==> src/rtl/shapool_pkg.sv <==
// shapool_pkg: shared definitions for the hash-pool scheduler.
// Holds the scheduler state enum, the default nonce width and a small state helper.
package shapool_pkg;

  localparam int DEFAULT_NONCE_WIDTH = 32;

  typedef enum logic [2:0] {
    ST_IDLE,
    ST_LAUNCH,
    ST_WAIT,
    ST_CHECK,
    ST_FOUND,
    ST_EXHAUSTED,
    ST_HALTED
  } state_e;

  // A job has ended (by winning, running out of range, or losing to another device).
  function automatic logic is_finished(state_e s);
    return (s == ST_FOUND) || (s == ST_EXHAUSTED) || (s == ST_HALTED);
  endfunction

endpackage

==> src/rtl/pool_scheduler_if.sv <==
// pool_scheduler_if: round handshake between the scheduler (master) and the hash-core pool (slave).
// The master launches a round with pool_start/pool_nonce; the pool answers with pool_done/pool_match.
interface pool_scheduler_if
  import shapool_pkg::*;
#(
  parameter int POOL_SIZE   = 2,
  parameter int NONCE_WIDTH = DEFAULT_NONCE_WIDTH
);

  logic                   pool_start;
  logic [NONCE_WIDTH-1:0] pool_nonce;
  logic                   pool_done;
  logic [POOL_SIZE-1:0]   pool_match;

  modport master (
    output pool_start,
    output pool_nonce,
    input  pool_done,
    input  pool_match
  );

  modport slave (
    input  pool_start,
    input  pool_nonce,
    output pool_done,
    output pool_match
  );

endinterface

==> src/rtl/pool_match_encoder.sv <==
// pool_match_encoder: picks the lowest-numbered core that reported a match,
// ignoring cores whose nonce (base + i) lies beyond the inclusive end of the range.
module pool_match_encoder
#(
  parameter int POOL_SIZE      = 2,
  parameter int POOL_SIZE_LOG2 = 1,
  parameter int NONCE_WIDTH    = 32
) (
  input  logic [POOL_SIZE-1:0]      match,
  input  logic [NONCE_WIDTH-1:0]    base,
  input  logic [NONCE_WIDTH-1:0]    nonce_end,
  output logic                      found,
  output logic [POOL_SIZE_LOG2-1:0] index
);

  // Scan from the top so the lowest in-range match is the last one written.
  always_comb begin
    // NOTE: every output of a combinational block gets a default first, so no path infers a latch.
    found = 1'b0;
    index = '0;
    for (int i = POOL_SIZE - 1; i >= 0; i--) begin
      // One extra bit keeps base + i from wrapping past all-ones.
      if (match[i] && (({1'b0, base} + (NONCE_WIDTH+1)'(i)) <= {1'b0, nonce_end})) begin
        found = 1'b1;
        index = POOL_SIZE_LOG2'(i);
      end
    end
  end

endmodule

==> src/rtl/pool_scheduler.sv <==
// pool_scheduler: walks a nonce range across a pool of hash cores, one POOL_SIZE-wide
// round at a time, and reports the lowest winning nonce or gives way to another device.
// Optional feature: define SHAPOOL_ROUND_COUNTER_EN to count completed rounds on
// round_count; without it round_count is tied to 0.
module pool_scheduler
  import shapool_pkg::*;
#(
  parameter int POOL_SIZE      = 2,
  parameter int POOL_SIZE_LOG2 = 1,
  parameter int NONCE_WIDTH    = DEFAULT_NONCE_WIDTH
) (
  input  logic                   hwclk,
  input  logic                   reset_in,
  input  logic                   job_valid,
  output logic                   job_ready,
  input  logic [NONCE_WIDTH-1:0] nonce_start,
  input  logic [NONCE_WIDTH-1:0] nonce_end,
  pool_scheduler_if.master       pool,
  input  logic                   success_in,
  output logic                   success_out,
  input  logic                   done_in,
  output logic                   done_out,
  output logic                   result_valid,
  output logic [NONCE_WIDTH-1:0] result_nonce,
  output logic                   busy,
  output logic [31:0]            round_count
);

  state_e                   state_q, state_d;
  logic [NONCE_WIDTH-1:0]   base_q, base_d;
  logic [NONCE_WIDTH-1:0]   end_q, end_d;
  logic [NONCE_WIDTH-1:0]   result_q, result_d;
  logic [POOL_SIZE-1:0]     match_q, match_d;
  logic                     halt_pend_q, halt_pend_d;
  logic                     done_q, done_d;

  logic                     enc_found;
  logic [POOL_SIZE_LOG2-1:0] enc_index;
  logic [NONCE_WIDTH:0]     next_base_wide;

  pool_match_encoder #(
    .POOL_SIZE      (POOL_SIZE),
    .POOL_SIZE_LOG2 (POOL_SIZE_LOG2),
    .NONCE_WIDTH    (NONCE_WIDTH)
  ) u_encoder (
    .match     (match_q),
    .base      (base_q),
    .nonce_end (end_q),
    .found     (enc_found),
    .index     (enc_index)
  );

  // Base of the following round, one bit wider so an all-ones end cannot wrap to 0.
  assign next_base_wide = {1'b0, base_q} + (NONCE_WIDTH+1)'(POOL_SIZE);

  // Next-state decisions and datapath updates for the current job.
  always_comb begin
    state_d     = state_q;
    base_d      = base_q;
    end_d       = end_q;
    result_d    = result_q;
    match_d     = match_q;
    halt_pend_d = halt_pend_q;
    done_d      = done_in && is_finished(state_q);

    case (state_q)
      ST_IDLE, ST_FOUND, ST_EXHAUSTED, ST_HALTED: begin
        if (job_valid) begin
          base_d      = nonce_start;
          end_d       = nonce_end;
          halt_pend_d = 1'b0;
          state_d     = ST_LAUNCH;
        end
      end

      ST_LAUNCH: begin
        state_d = success_in ? ST_HALTED : ST_WAIT;
      end

      ST_WAIT: begin
        // Another device's win is remembered but only acted on once the round returns.
        if (success_in) halt_pend_d = 1'b1;
        if (pool.pool_done) begin
          match_d     = pool.pool_match;
          halt_pend_d = 1'b0;
          state_d     = (halt_pend_q || success_in) ? ST_HALTED : ST_CHECK;
        end
      end

      ST_CHECK: begin
        if (enc_found) begin
          result_d = base_q + NONCE_WIDTH'(enc_index);
          state_d  = ST_FOUND;
        end else if (success_in) begin
          state_d = ST_HALTED;
        end else if (next_base_wide > {1'b0, end_q}) begin
          state_d = ST_EXHAUSTED;
        end else begin
          base_d  = next_base_wide[NONCE_WIDTH-1:0];
          state_d = ST_LAUNCH;
        end
      end

      default: state_d = ST_IDLE;
    endcase
  end

  // State and datapath registers; reset abandons any round in flight.
  always_ff @(posedge hwclk) begin
    if (reset_in) begin
      state_q     <= ST_IDLE;
      base_q      <= '0;
      end_q       <= '0;
      result_q    <= '0;
      match_q     <= '0;
      halt_pend_q <= 1'b0;
      done_q      <= 1'b0;
    end else begin
      // NOTE: non-blocking assignments so every flop samples the pre-edge value of the others.
      state_q     <= state_d;
      base_q      <= base_d;
      end_q       <= end_d;
      result_q    <= result_d;
      match_q     <= match_d;
      halt_pend_q <= halt_pend_d;
      done_q      <= done_d;
    end
  end

`ifdef SHAPOOL_ROUND_COUNTER_EN
  logic [31:0] round_q, round_d;
  logic        job_accept;
  logic        check_entry;

  assign job_accept  = job_ready && job_valid;
  assign check_entry = (state_q == ST_WAIT) && (state_d == ST_CHECK);

  // Saturating count of rounds that reached the match check, restarted per job.
  always_comb begin
    round_d = round_q;
    if (job_accept) begin
      round_d = '0;
    end else if (check_entry && (round_q != '1)) begin
      round_d = round_q + 32'd1;
    end
  end

  // Round counter register.
  always_ff @(posedge hwclk) begin
    if (reset_in) round_q <= '0;
    else          round_q <= round_d;
  end

  assign round_count = round_q;
`else
  assign round_count = '0;
`endif

  assign job_ready       = (state_q == ST_IDLE) || is_finished(state_q);
  assign busy            = (state_q == ST_LAUNCH) || (state_q == ST_WAIT) || (state_q == ST_CHECK);
  assign pool.pool_start = (state_q == ST_LAUNCH);
  assign pool.pool_nonce = base_q;
  assign success_out     = (state_q == ST_FOUND);
  assign result_valid    = (state_q == ST_FOUND);
  assign result_nonce    = result_q;
  assign done_out        = done_q;

endmodule

==> src/flat_wrapper.sv <==
// flat-port wrapper written by rule: the top's interface ports become plain ports
module pool_scheduler_flat import shapool_pkg::*;
#(
  parameter int POOL_SIZE      = 2,
  parameter int POOL_SIZE_LOG2 = 1,
  parameter int NONCE_WIDTH    = DEFAULT_NONCE_WIDTH
)
  (hwclk, reset_in, job_valid, job_ready, nonce_start, nonce_end, success_in, success_out, done_in, done_out, result_valid, result_nonce, busy, round_count, pool_pool_start, pool_pool_nonce, pool_pool_done, pool_pool_match);
  pool_scheduler_if #(.POOL_SIZE(POOL_SIZE), .NONCE_WIDTH(NONCE_WIDTH)) pool_i ();
  input  logic hwclk;
  input  logic reset_in;
  input  logic job_valid;
  output logic job_ready;
  input  logic [NONCE_WIDTH-1:0] nonce_start;
  input  logic [NONCE_WIDTH-1:0] nonce_end;
  input  logic success_in;
  output logic success_out;
  input  logic done_in;
  output logic done_out;
  output logic result_valid;
  output logic [NONCE_WIDTH-1:0] result_nonce;
  output logic busy;
  output logic [31:0] round_count;
  output wire logic [$bits(pool_i.pool_start)-1:0] pool_pool_start;
  output wire logic [$bits(pool_i.pool_nonce)-1:0] pool_pool_nonce;
  input wire logic [$bits(pool_i.pool_done)-1:0] pool_pool_done;
  input wire logic [$bits(pool_i.pool_match)-1:0] pool_pool_match;
  assign pool_pool_start = pool_i.pool_start;
  assign pool_pool_nonce = pool_i.pool_nonce;
  assign pool_i.pool_done = pool_pool_done;
  assign pool_i.pool_match = pool_pool_match;
  pool_scheduler #(.POOL_SIZE(POOL_SIZE), .POOL_SIZE_LOG2(POOL_SIZE_LOG2), .NONCE_WIDTH(NONCE_WIDTH)) u_core (.hwclk(hwclk), .reset_in(reset_in), .job_valid(job_valid), .job_ready(job_ready), .nonce_start(nonce_start), .nonce_end(nonce_end), .pool(pool_i), .success_in(success_in), .success_out(success_out), .done_in(done_in), .done_out(done_out), .result_valid(result_valid), .result_nonce(result_nonce), .busy(busy), .round_count(round_count));
endmodule
==> config.mk <==
export PLATFORM = sky130hd
export DESIGN_NAME = pool_scheduler_flat
export DESIGN_NICKNAME = d
export VERILOG_FILES = /design/src/rtl/shapool_pkg.sv /design/src/rtl/pool_scheduler_if.sv /design/src/rtl/pool_match_encoder.sv /design/src/rtl/pool_scheduler.sv /design/src/flat_wrapper.sv
export SDC_FILE = /design/constraint.sdc
export NUM_CORES = 1
export LEC_CHECK = 0
export CAP_MARGIN = 0
export CORE_MARGIN = 2
export CORE_UTILIZATION = 40
export CTS_BUF_LIST = sky130_fd_sc_hd__clkbuf_16
export CTS_CLUSTER_DIAMETER = 30
export DETAILED_ROUTE_END_ITERATION = 8
export DONT_BUFFER_PORTS = 1
export PLACE_DENSITY = 0.67
export SLEW_MARGIN = 20
export SYNTH_ARGS = -nofsm -noshare
export SYNTH_HDL_FRONTEND = slang
export SYNTH_SLANG_ARGS = --single-unit
==> constraint.sdc <==
create_clock -name hwclk -period 5.4 [get_ports hwclk]
set_clock_uncertainty 0.1 [all_clocks]
set_input_delay 0.54 -clock hwclk [delete_from_list [all_inputs] [get_ports hwclk]]
set_output_delay 0.54 -clock hwclk [all_outputs]
set_load 0.005 [all_outputs]
==> impl_metrics.csv, run 1 <==
group,metric,value,unit
run_status,outcome,"complete, no violations",
clock_network,htree_levels,3,
finish,layout.nets,1303,
placed_design,place.port_buffers,0,
worst_setup_path,category_of_cells_accounting_for_the_largest_share_of_critical_path_delay,"simple AND/OR/NAND/NOR gates",
worst_setup_path,critical_path_cell_count,17,
clock_network,cts.root.buffer_cell,"sky130_fd_sc_hd__clkbuf_16",
pwr,leakage_power_figure,3.703,nW
min_path,hold_path_depth,1,
finish,diodes,0,
worst_setup_path,worst-path-buf-inv,3,
worst_setup_path,cp_data_arrival_time,5.27,ns
global_route,grt_max_degree,104,
placed_design,gp_routability_congestion,0.9139,
sta,rsz0062_at_grt,"no",
finish,drive_above_1_share,13.10,%
pwr,totalPowerFinal,0.005626,W
clock_network,insertion_delay,0.37,ns
yosys,async_flop_share,0,%
clock_network,cts_tree,"done",
pwr,max-vdd-ir-drop,0.2438,mV
worst_setup_path,crit_required,5.55,ns
sta,timing.slew.headroom,23.54,%
sta,period_needed,5.112,ns
yosys,post_synth_num_cell_types,71,
yosys,synthAdderAreaFrac,14.27,%
route,detail_route.first_pass.iterations,5,
yosys,post_synth_edffs,0,
pwr,power.density,592.1,mW/mm2
finish,mostFrequentLayoutCell,"sky130_fd_sc_hd__nand2_1",
global_route,global_route.overflow_total,0,
clock_network,clock_tree.buffer_depth,2,
placed_design,detailedPlacementHpwl,22200,um
sta,fin_crit_sh,94.67,%
sta,timing.fmax,0.1956,GHz
yosys,synth_top_flop_cell,"sky130_fd_sc_hd__dfxtp_1",
yosys,synth_sequential_area_ratio,23.75,%
yosys,synth_area_leader_cell,"sky130_fd_sc_hd__dfxtp_1",
yosys,synth_simple_gate_area_share,20.81,%
yosys,area_share_of_the_largest_cell_type_after_synthesis,23.75,%
sta,finalSetupTns,0,ns
placed_design,placed_area,0.009149,mm2
worst_setup_path,cpMaxStageDelayCell,"sky130_fd_sc_hd__or4_1",
die,die-width,151.3,um
worst_setup_path,critPathMaxStageDelay,0.69,ns
die,start_util,41.04,%
yosys,syn_area,0.008681,mm2
yosys,post_synth.cell_area_avg,7.621,um2
worst_setup_path,critPathKind,"register to register",
die,die-area,0.02290,mm2
global_route,first_pass_grt_wire_length,44990,um
clock_network,tritoncts.num_buffers,9,
yosys,synth_top_family_by_area,"compound AO/OA/AOI/OAI gates",
yosys,synth_area_leaders,"sky130_fd_sc_hd__dfxtp_1 24%, sky130_fd_sc_hd__ha_1 14%, sky130_fd_sc_hd__a21oi_1 7.9%",
worst_setup_path,crit_path_end_kind,"register",
global_route,grt_pass1_vias,7679,
die,std_cell_rows,53,
global_route,grt_antenna_before_repair,0,
route,drt-wirelength-per-cell,21.30,um
route,drt_drc_violations_left,0,
die,die_h,151.3,um
route,avgViaCountPerCell,5.867,
sta,worstMarginPinSlew,1.146,ns
finish,synthToLayoutAreaGrowth,9.470,%
yosys,synthesis.yosys.warnings,0,
global_route,globalRouteTotalUtil,25.78,%
yosys,syn_inst,1139,
route,dr.first_iter.drc_count,690,
route,routed-via-count,8284,
yosys,muxShareOfSynthArea,0.9657,%
clock_network,clock_transition_at_the_registers_of_the_reported_paths,0.08,ns
finish,mostFrequentLayoutCells,"164 x sky130_fd_sc_hd__nand2_1, 137 x sky130_fd_sc_hd__a21oi_1, 98 x sky130_fd_sc_hd__dfxtp_1, 96 x sky130_fd_sc_hd__ha_1, 80 x sky130_fd_sc_hd__buf_4",
clock_network,number_of_sinks_on_the_clock_net,103,
route,postRouteWirelength,30080,um
job,cap_violations,0,
yosys,synth-seq-cells,103,
route,drtAntennaViolNets,0,
yosys,synthXorXnorAreaFrac,8.980,%
yosys,synthesized_area_fraction_occupied_by_ao_oa_aoi_and_oai_cells,21.55,%
finish,finalInstanceArea,0.009503,mm2
sta,timing.final.hold_violations,0,
sta,final-max-slew-violation-count,0,
die,number_of_primary_i_o_pins,174,
worst_setup_path,startpoint_type,"register",
worst_setup_path,r2r.worst_path.cells,17,
sta,setup_violating_endpoint_count_in_the_final_report,0,
worst_setup_path,biggest_fanout_along_the_worst_timing_path,18,
die,core_region_area,0.02115,mm2
worst_setup_path,timing.critical_path.cells,"buf_4 -> nand3_2 -> or4_1 -> nor2_1 -> nand2_1 -> xnor2_1 -> ha_1 -> nand4_1 -> or4_1 -> nor4_1 -> buf_4 -> a21o_1 -> o21a_2 -> a2bb2oi_1 -> nand2_2 -> buf_12 -> o32ai_1",
min_path,min_path_type,"input port to register",
[Yosys cell counts, drive strengths merged (2+ instances only)]
master and count:
a211oi 11, or4 5, xor2 42, a221oi 2, mux2i 5, a22oi 8
nand3 38, o22ai 10, and2 6, o21ai 28, and4 2, o32ai 18
nor4 9, or3 2, a211o 5, nor2 64, o211ai 10, mux2 3
nor2b 3, a32o 2, and3 14, a21oi 138, clkbuf 62, a21o 12
a2bb2oi 2, nand4 27, nor3b 5, ha 99, dfxtp 103, nor3 26
a221o 2, nand2 167, xnor2 47, o21a 6, a21boi 2, a311oi 26
inv 36, nand2b 2, or2 5, buf 69
[cell type report]
type                    count  area, um2
repair buffers             82      640.6
clock buffers               9      225.2
well taps                 275      344.1
multi-input cells         900       6033
flip-flops and latches    103       2071
clock inverters             7      53.80
fillers                  2132      11650
inverters                  36      135.1
[cell families (layout without fill, tap and decap cells)]
| group | after synthesis | count (layout) |
|---|---|---|
| other | 1 | 32 |
| XOR/XNOR | 89 | 89 |
| AO/OA/AOI/OAI | 292 | 292 |
| AND/OR/NAND/NOR | 380 | 380 |
| multiplexers | 8 | 8 |
| flip-flops | 103 | 103 |
| adder cells (fa/ha/maj) | 99 | 99 |
| buffers and inverters | 167 | 134 |
[power by group]
part           internal [W]  switching [W]
clock              0.000320       0.000331
sequential         0.000947       0.000196
combinational       0.00154        0.00229
total               0.00281        0.00282
[flip-flops by register name (all words and copies together), names as in the netlist]
name,flops
u_core.state_q,3
u_core.end_q,32
u_core.pool.pool_nonce,32
u_core.done_out,1
u_core.halt_pend_q,1
u_core.result_nonce,32
u_core.match_q,2
[layer usage]
metal | track usage, % | wire [um]
met1 | 35.47 | 13180
met2 | 40.66 | 13160
met3 | 6.145 | 3151
met4 | 6.168 | 590
met5 | 0 | 0
[stage by stage]
| stage | hold WS, ns | utilization, % | worst slack (ns) | std cells |
|---|---|---|---|---|
| 6_report | 0.1380 | 44.92 | 0.2880 | 1412 |
| 5_1_grt | 0.1266 | 44.92 | 0.01801 | 1412 |
| 4_1_cts | 0.1229 | 44.59 | 0.03576 | 1410 |
| 3_5_place_dp | 0.3404 | 43.25 | 0.02408 | 1394 |
| 3_3_place_gp | 0.3373 | 43.25 | 0.1515 | 1394 |
| 2_1_floorplan | 0.3363 | - | 0.01451 | 1170 |
[path summary, 6_finish.rpt]
path,startpoint,to,slack [ns]
hold / removal,reset_in,u_core.end_q[3],0.14
hold reg to reg,u_core.end_q[8],u_core.end_q[8],0.35
setup reg to reg,u_core.pool.pool_nonce[9],u_core.pool.pool_nonce[19],0.29
setup / recovery,u_core.pool.pool_nonce[9],u_core.pool.pool_nonce[19],0.29
[timing repair]
action                                  4_1_cts  5_1_grt
hold buffers                                  0        0
pin swaps                                     0        8
resized for setup                             2       15
buffers inserted                              0        2
endpoints found under the setup margin        3       10
Power figures use the tool's default switching activity.
==> inputs of run 2 (changes only) <==
- CELL_PAD_IN_SITES_DETAIL_PLACEMENT: unset -> 1
- CELL_PAD_IN_SITES_GLOBAL_PLACEMENT: unset -> 2
- CORE_MARGIN: 2 -> unset
- CORE_UTILIZATION: 40 -> 34
- PLACE_DENSITY: 0.67 -> 0.89
==> run 2 against run 1 <==
Effect of this change: die area grew 14%; setup slack lost 0.068 ns; final cell count grew 3.9%; critical path type unchanged.
==> impl_metrics.csv, run 2 (same netlist as run 1, synthesis figures left out) <==
group,metric,value,unit
run_status,outcome,"complete, no violations",
finish,mostFrequentLayoutCell,"sky130_fd_sc_hd__nand2_1",
global_route,global_route.usage.met2,41.36,%
die,std_cell_rows,58,
pwr,leakage_power_figure,3.718,nW
clock_network,clock_tree.buffer_depth,2,
pwr,power.density,607.6,mW/mm2
pwr,power.net_switching,0.002998,W
worst_setup_path,crit_required,5.57,ns
sta,period_needed,5.180,ns
sta,fin_crit_sh,95.93,%
finish,finalNonFillerCells,1467,
finish,diodes,0,
route,drt-wirelength-per-cell,23.36,um
worst_setup_path,biggest_fanout_along_the_worst_timing_path,5,
worst_setup_path,category_of_cells_accounting_for_the_largest_share_of_critical_path_delay,"simple AND/OR/NAND/NOR gates",
worst_setup_path,startpoint_type,"register",
placed_design,placed_cell_count,1445,
clock_network,cts.root.buffer_cell,"sky130_fd_sc_hd__clkbuf_16",
clock_network,tritoncts.num_buffers,9,
finish,fill_cells,3093,
route,drt_drc_violations_left,0,
global_route,grt-busiest-layer,"met2",
finish,synthToLayoutAreaGrowth,10.33,%
clock_network,cts_tree,"done",
job,cap_violations,0,
pwr,comb_power_share,68.2,%
placed_design,pre_cts_slack,0.02094,ns
die,core_region_area,0.02511,mm2
finish,sequential_cell_area,0.002071,mm2
global_route,globalRouteTotalUtil,26.17,%
sta,finalSetupTns,0,ns
sta,rsz0062_at_grt,"no",
sta,timing.slew.headroom,27.75,%
worst_setup_path,worst-path-buf-inv,1,
sta,setup_violating_endpoint_count_in_the_final_report,0,
pwr,share_clk_of_total_power,12.0,%
worst_setup_path,critPathMaxStageDelay,0.50,ns
route,avgViaCountPerCell,5.834,
worst_setup_path,cp_data_arrival_time,5.35,ns
finish,multi_input_area,0.006033,mm2
worst_setup_path,crit_path_end_kind,"register",
global_route,grt_pass1_vias,8785,
pwr,power.share.sequential,19.9,%
route,routed-via-count,8558,
worst_setup_path,cpMaxStageDelayCell,"sky130_fd_sc_hd__or4_4",
die,die_h,161.8,um
placed_design,place.port_buffers,0,
die,die-area,0.02617,mm2
placed_design,gp_routability_congestion,0.9123,
global_route,gr-usage-met3,6.946,%
finish,drive_above_1_share,12.93,%
finish,mostFrequentLayoutCells,"165 x sky130_fd_sc_hd__nand2_1, 136 x sky130_fd_sc_hd__a21oi_1, 98 x sky130_fd_sc_hd__dfxtp_1, 96 x sky130_fd_sc_hd__ha_1, 81 x sky130_fd_sc_hd__buf_4",
min_path,min_path_type,"input port to register",
global_route,grt_antenna_before_repair,0,
global_route,first_pass_grt_wire_length,52680,um
worst_setup_path,critPathKind,"register to register",
clock_network,clock_transition_at_the_registers_of_the_reported_paths,0.08,ns
clock_network,number_of_sinks_on_the_clock_net,103,
sta,worstMarginPinSlew,1.083,ns
route,dr.first_iter.drc_count,690,
route,detail_route.first_pass.iterations,5,
pwr,power_switching_share,51.52,%
placed_design,detailedPlacementHpwl,25780,um
sta,final_critical_path_setup_slack,0.2196,ns
pwr,p_int,0.002821,W
pwr,max-vdd-ir-drop,0.3179,mV
route,postRouteWirelength,34270,um
die,die-width,161.8,um
global_route,grt_max_degree,104,
sta,timing.final.hold_violations,0,
die,start_util,34.57,%
clock_network,htree_levels,3,
route,drtAntennaViolNets,0,
sta,timing.fmax,0.1930,GHz
sta,finalHoldWorstSlack,0.1471,ns
global_route,grtUsageMet1,33.92,%
finish,layout.nets,1303,
clock_network,post_cts_hold_buffer_count,0,
worst_setup_path,timing.critical_path.cells,"ha_4 -> and3_2 -> nand4_4 -> nor4_4 -> buf_4 -> nand2_1 -> nor3b_2 -> nand2_1 -> xnor2_1 -> ha_1 -> a41o_1 -> a21oi_1 -> o21ai_1 -> o41a_1 -> and3_1 -> nor3_2 -> ha_2 -> ha_4 -> nand3_2 -> or4_4 -> nor2_4 -> nand3_1 -> xor2_1 -> a311oi_1",
die,number_of_primary_i_o_pins,174,
global_route,global_route.overflow_total,0,
sta,final-max-slew-violation-count,0,
clock_network,insertion_delay,0.37,ns
==> run 2: cell count changes in the layout (fill, tap and decap cells not counted), moves of 2 or more <==
cell and delta:
sky130_fd_sc_hd__clkinv_4 +2, sky130_fd_sc_hd__inv_6 -2, sky130_fd_sc_hd__nor2_1 +2, sky130_fd_sc_hd__and3_4 -2
==> run 2: worst register-to-register path, stage by stage, from the launching register on <==
cell	delay [ns]
sky130_fd_sc_hd__dfxtp_4	0.39
sky130_fd_sc_hd__ha_4	0.14
sky130_fd_sc_hd__and3_2	0.24
sky130_fd_sc_hd__nand4_4	0.13
sky130_fd_sc_hd__nor4_4	0.33
sky130_fd_sc_hd__buf_4	0.17
sky130_fd_sc_hd__nand2_1	0.14
sky130_fd_sc_hd__nor3b_2	0.25
sky130_fd_sc_hd__nand2_1	0.11
sky130_fd_sc_hd__xnor2_1	0.15
sky130_fd_sc_hd__ha_1	0.33
sky130_fd_sc_hd__a41o_1	0.25
sky130_fd_sc_hd__a21oi_1	0.13
sky130_fd_sc_hd__o21ai_1	0.11
sky130_fd_sc_hd__o41a_1	0.14
sky130_fd_sc_hd__and3_1	0.20
sky130_fd_sc_hd__nor3_2	0.17
sky130_fd_sc_hd__ha_2	0.22
sky130_fd_sc_hd__ha_4	0.14
sky130_fd_sc_hd__nand3_2	0.10
sky130_fd_sc_hd__or4_4	0.50
sky130_fd_sc_hd__nor2_4	0.17
sky130_fd_sc_hd__nand3_1	0.10
sky130_fd_sc_hd__xor2_1	0.16
sky130_fd_sc_hd__a311oi_1	0.24
==> run 2: layer usage <==
metal / wire length [um] / part of all wire (%)
met1: 15060 / 44
met2: 15370 / 45
met3: 2833 / 8.3
met4: 1005 / 2.9
met5: 0 / 0
==> run 2: power by group through the flow <==
stage	registers (W)	clock network [W]	logic, W
2_1_floorplan	0.00109	0	0.00260
3_3_place_gp	0.00116	0	0.00368
3_5_place_dp	0.00117	0	0.00378
4_1_cts	0.00115	0.000713	0.00383
5_1_grt	0.00118	0.000742	0.00432
6_report	0.00116	0.000697	0.00397
==> run 2: through the flow <==
stage	total power (W)	instance area, um2	util, %
floorplan	0.003695	8885	-
global placement	0.004836	9175	36.54
detailed placement	0.004952	9175	36.54
CTS	0.005693	9480	37.76
global route	0.006243	9578	38.15
finish	0.005820	9578	38.15
==> run 2: worst paths after layout <==
check | from | endpoint | slack [ns] | cells after the start
worst max-delay path | u_core.pool.pool_nonce[1] | u_core.result_nonce[16] | 0.22 | 24
worst min-delay path | reset_in | u_core.pool.pool_nonce[6] | 0.15 | 1
worst max register to register | u_core.pool.pool_nonce[1] | u_core.result_nonce[16] | 0.22 | 24
worst min register to register | u_core.end_q[24] | u_core.end_q[24] | 0.35 | 2
==> run 2: final cells by class <==
cell class | count | share of cell area [%]
clock buffers | 9 | 2.351
clock inverters | 7 | 0.7577
inverters | 36 | 1.411
multi-input cells | 900 | 62.99
flip-flops and latches | 103 | 21.62
well taps | 330 | 4.311
repair buffers | 82 | 6.558
==> run 2: what timing repair did <==
action,CTS,global route
setup endpoints to repair,1,18
gates resized for setup,1,13
pin swaps,0,12
setup buffers,0,6
==> inputs of run 3 (changes only) <==
--- a/config.mk
+++ b/config.mk
@@ -14,5 +14,5 @@
 export DETAILED_ROUTE_END_ITERATION = 8
 export DONT_BUFFER_PORTS = 1
-export PLACE_DENSITY = 0.89
+export PLACE_DENSITY = 0.81
 export SLEW_MARGIN = 20
 export SYNTH_ARGS = -nofsm -noshare
==> constraint.sdc (replaced) <==
create_clock -name hwclk -period 5.4 [get_ports hwclk]
set_clock_uncertainty 0.1 [all_clocks]
set_input_delay 0.27 -clock hwclk [delete_from_list [all_inputs] [get_ports hwclk]]
set_output_delay 0.27 -clock hwclk [all_outputs]
set_load 0.005 [all_outputs]
==> run 3 against run 2 <==
Effect of this change: worst hold slack lost 0.14 ns; largest cell class unchanged; final cell count grew 2.7%; the run now ends with design-rule violations left; fmax shrank 1.1%; core utilization grew 2.0 points; non-clock buffer count grew 38; critical endpoint is now u_core.result_nonce[28].
==> impl_metrics.csv, run 3 (same netlist as run 1, synthesis figures left out) <==
group,metric,value,unit
sta,period_needed,5.238,ns
clock_network,number_of_sinks_on_the_clock_net,103,
pwr,power.net_switching,0.002964,W
die,std_cell_rows,58,
sta,timing.final.hold_violations,0,
route,dr.first_iter.drc_count,512,
sta,fin_crit_sh,97.00,%
sta,worstMarginPinSlew,1.071,ns
worst_setup_path,cp_data_arrival_time,5.41,ns
sta,timing.fmax,0.1909,GHz
pwr,max-vdd-ir-drop,0.2520,mV
pwr,power_switching_share,50.16,%
worst_setup_path,crit_required,5.57,ns
min_path,min_path_type,"input port to register",
finish,drive_above_1_share,13.53,%
worst_setup_path,startpoint_type,"register",
clock_network,tritoncts.num_buffers,9,
clock_network,cts_tree,"done",
die,die-width,161.8,um
finish,finalNonFillerCells,1506,
finish,layout.nets,1341,
clock_network,insertion_delay,0.37,ns
placed_design,pre_cts_slack,-0.01198,ns
route,detail_route.first_pass.iterations,7,
sta,finalHoldWorstSlack,0.006345,ns
route,drt-wirelength-per-cell,22.46,um
pwr,comb_power_share,68.2,%
global_route,grt_max_degree,100,
clock_network,htree_levels,3,
finish,mostFrequentLayoutCell,"sky130_fd_sc_hd__nand2_1",
die,number_of_primary_i_o_pins,174,
die,start_util,34.57,%
sta,final_critical_path_setup_slack,0.1622,ns
clock_network,clock_tree.buffer_depth,2,
worst_setup_path,critPathKind,"register to register",
route,routed-via-count,8582,
clock_network,clock_transition_at_the_registers_of_the_reported_paths,0.08,ns
clock_network,cts.root.buffer_cell,"sky130_fd_sc_hd__clkbuf_16",
job,cap_violations,0,
route,postRouteWirelength,33830,um
global_route,global_route.overflow_total,0,
pwr,leakage_power_figure,3.927,nW
global_route,grt_pass1_vias,8534,
die,core_region_area,0.02511,mm2
sta,rsz0062_at_grt,"yes",
pwr,totalPowerFinal,0.005910,W
run_status,outcome,"finished, violations left",
pwr,share_clk_of_total_power,12.3,%
worst_setup_path,crit_path_end_kind,"register",
pwr,p_int,0.002946,W
finish,synthToLayoutAreaGrowth,16.03,%
route,drt_drc_violations_left,2,
finish,mostFrequentLayoutCells,"162 x sky130_fd_sc_hd__nand2_1, 136 x sky130_fd_sc_hd__a21oi_1, 98 x sky130_fd_sc_hd__dfxtp_1, 96 x sky130_fd_sc_hd__ha_1, 81 x sky130_fd_sc_hd__buf_4",
placed_design,detailedPlacementHpwl,25350,um
finish,fill_cells,3101,
placed_design,place.port_buffers,0,
worst_setup_path,biggest_fanout_along_the_worst_timing_path,7,
global_route,first_pass_grt_wire_length,51150,um
sta,timing.slew.headroom,28.53,%
die,die-area,0.02617,mm2
route,drtAntennaViolNets,0,
global_route,globalRouteTotalUtil,25.64,%
placed_design,placed_cell_count,1441,
die,die_h,161.8,um
placed_design,gp_routability_congestion,0.9479,
route,avgViaCountPerCell,5.699,
sta,setup_violating_endpoint_count_in_the_final_report,0,
sta,final-max-slew-violation-count,0,
global_route,grt_antenna_before_repair,2,
pwr,power.share.sequential,19.5,%
pwr,power.density,586.8,mW/mm2
run_status,violated_checks,"design-rule violations",
-- run 3: changes by cell type in the layout (fill, tap and decap cells not counted), moves of 3 or more --
| cell | previous run | this run |
|---|---|---|
| sky130_fd_sc_hd__dlygate4sd3_1 | 0 | 36 |
| sky130_fd_sc_hd__and3_1 | 13 | 9 |
| sky130_fd_sc_hd__and3_4 | 0 | 4 |
| sky130_fd_sc_hd__dfxtp_2 | 4 | 1 |
| sky130_fd_sc_hd__dfxtp_4 | 1 | 4 |
| sky130_fd_sc_hd__nand2_1 | 165 | 162 |
| sky130_fd_sc_hd__nand2_2 | 2 | 5 |
-- run 3: critical path: stages (launching register included) --
cell and delay (ns):
sky130_fd_sc_hd__dfxtp_4 0.39, sky130_fd_sc_hd__and3_4 0.22, sky130_fd_sc_hd__nand4_1 0.18, sky130_fd_sc_hd__nor4_4 0.36, sky130_fd_sc_hd__and2_4 0.22, sky130_fd_sc_hd__and3_4 0.20
sky130_fd_sc_hd__nand2_2 0.07, sky130_fd_sc_hd__xnor2_2 0.15, sky130_fd_sc_hd__ha_1 0.33, sky130_fd_sc_hd__nand4_1 0.14, sky130_fd_sc_hd__nor2_2 0.17, sky130_fd_sc_hd__nand3_2 0.11
sky130_fd_sc_hd__o41a_1 0.46, sky130_fd_sc_hd__and3_4 0.17, sky130_fd_sc_hd__nor3_2 0.16, sky130_fd_sc_hd__ha_2 0.24, sky130_fd_sc_hd__ha_4 0.16, sky130_fd_sc_hd__nand3_4 0.07
sky130_fd_sc_hd__or4_4 0.60, sky130_fd_sc_hd__nor2_4 0.18, sky130_fd_sc_hd__nand3_2 0.10, sky130_fd_sc_hd__xor2_1 0.17, sky130_fd_sc_hd__a311oi_1 0.19
-- run 3: worst paths after layout --
check	start	endpoint	slack, ns	cells after the start
max	u_core.pool.pool_nonce[9]	u_core.result_nonce[28]	0.16	22
min	success_in	u_core.halt_pend_q	0.006	2
max reg2reg	u_core.pool.pool_nonce[9]	u_core.result_nonce[28]	0.16	22
min reg2reg	u_core.end_q[22]	u_core.end_q[22]	0.36	2
-- run 3: through the flow --
| stage | cell area (um2) | TNS (ns) | util, % |
|---|---|---|---|
| 2_1_floorplan | 8885 | 0 | - |
| 3_3_place_gp | 9158 | 0 | 36.47 |
| 3_5_place_dp | 9158 | -0.01198 | 36.47 |
| 4_1_cts | 9886 | 0 | 39.37 |
| 5_1_grt | 10070 | -0.5339 | 40.10 |
| 6_report | 10070 | 0 | 40.11 |
-- run 3: what timing repair did --
action,4_1_cts,5_1_grt
gates cloned,0,0
hold buffers,37,0
resized for setup,5,28
buffers inserted,1,11
pin swaps,1,23
endpoints found under the setup margin,6,9
endpoints found under the hold margin,99,0
-- run 3: area by class of cell --
class	instances	area, um2	area share [%]
multi-input combinational	900	6093	60.50
sequential	103	2078	20.63
timing repair buffer	120	1036	10.29
tap	330	412.9	4.099
clock buffer	9	225.2	2.236
inverter	36	135.1	1.342
clock inverter	7	88.84	0.8820
antenna	1	2.502	0.02484
-- run 3: layer usage --
metal / vias up / GRT usage (%) / wire, um
met5: - / 0 / 13
met3: 50 / 5.312 / 2151
met4: 2 / 9.991 / 904
li1: 4065 / - / -
met1: 4190 / 34.67 / 15630
met2: 275 / 39.66 / 15130
-- run 3: power by group through the flow --
stage / sequential, W / clock, W / combinational [W]
4_1_cts: 0.00114 / 0.000745 / 0.00384
5_1_grt: 0.00118 / 0.000781 / 0.00437
2_1_floorplan: 0.00109 / 0 / 0.00260
3_3_place_gp: 0.00115 / 0 / 0.00367
6_report: 0.00115 / 0.000729 / 0.00403
3_5_place_dp: 0.00116 / 0 / 0.00376
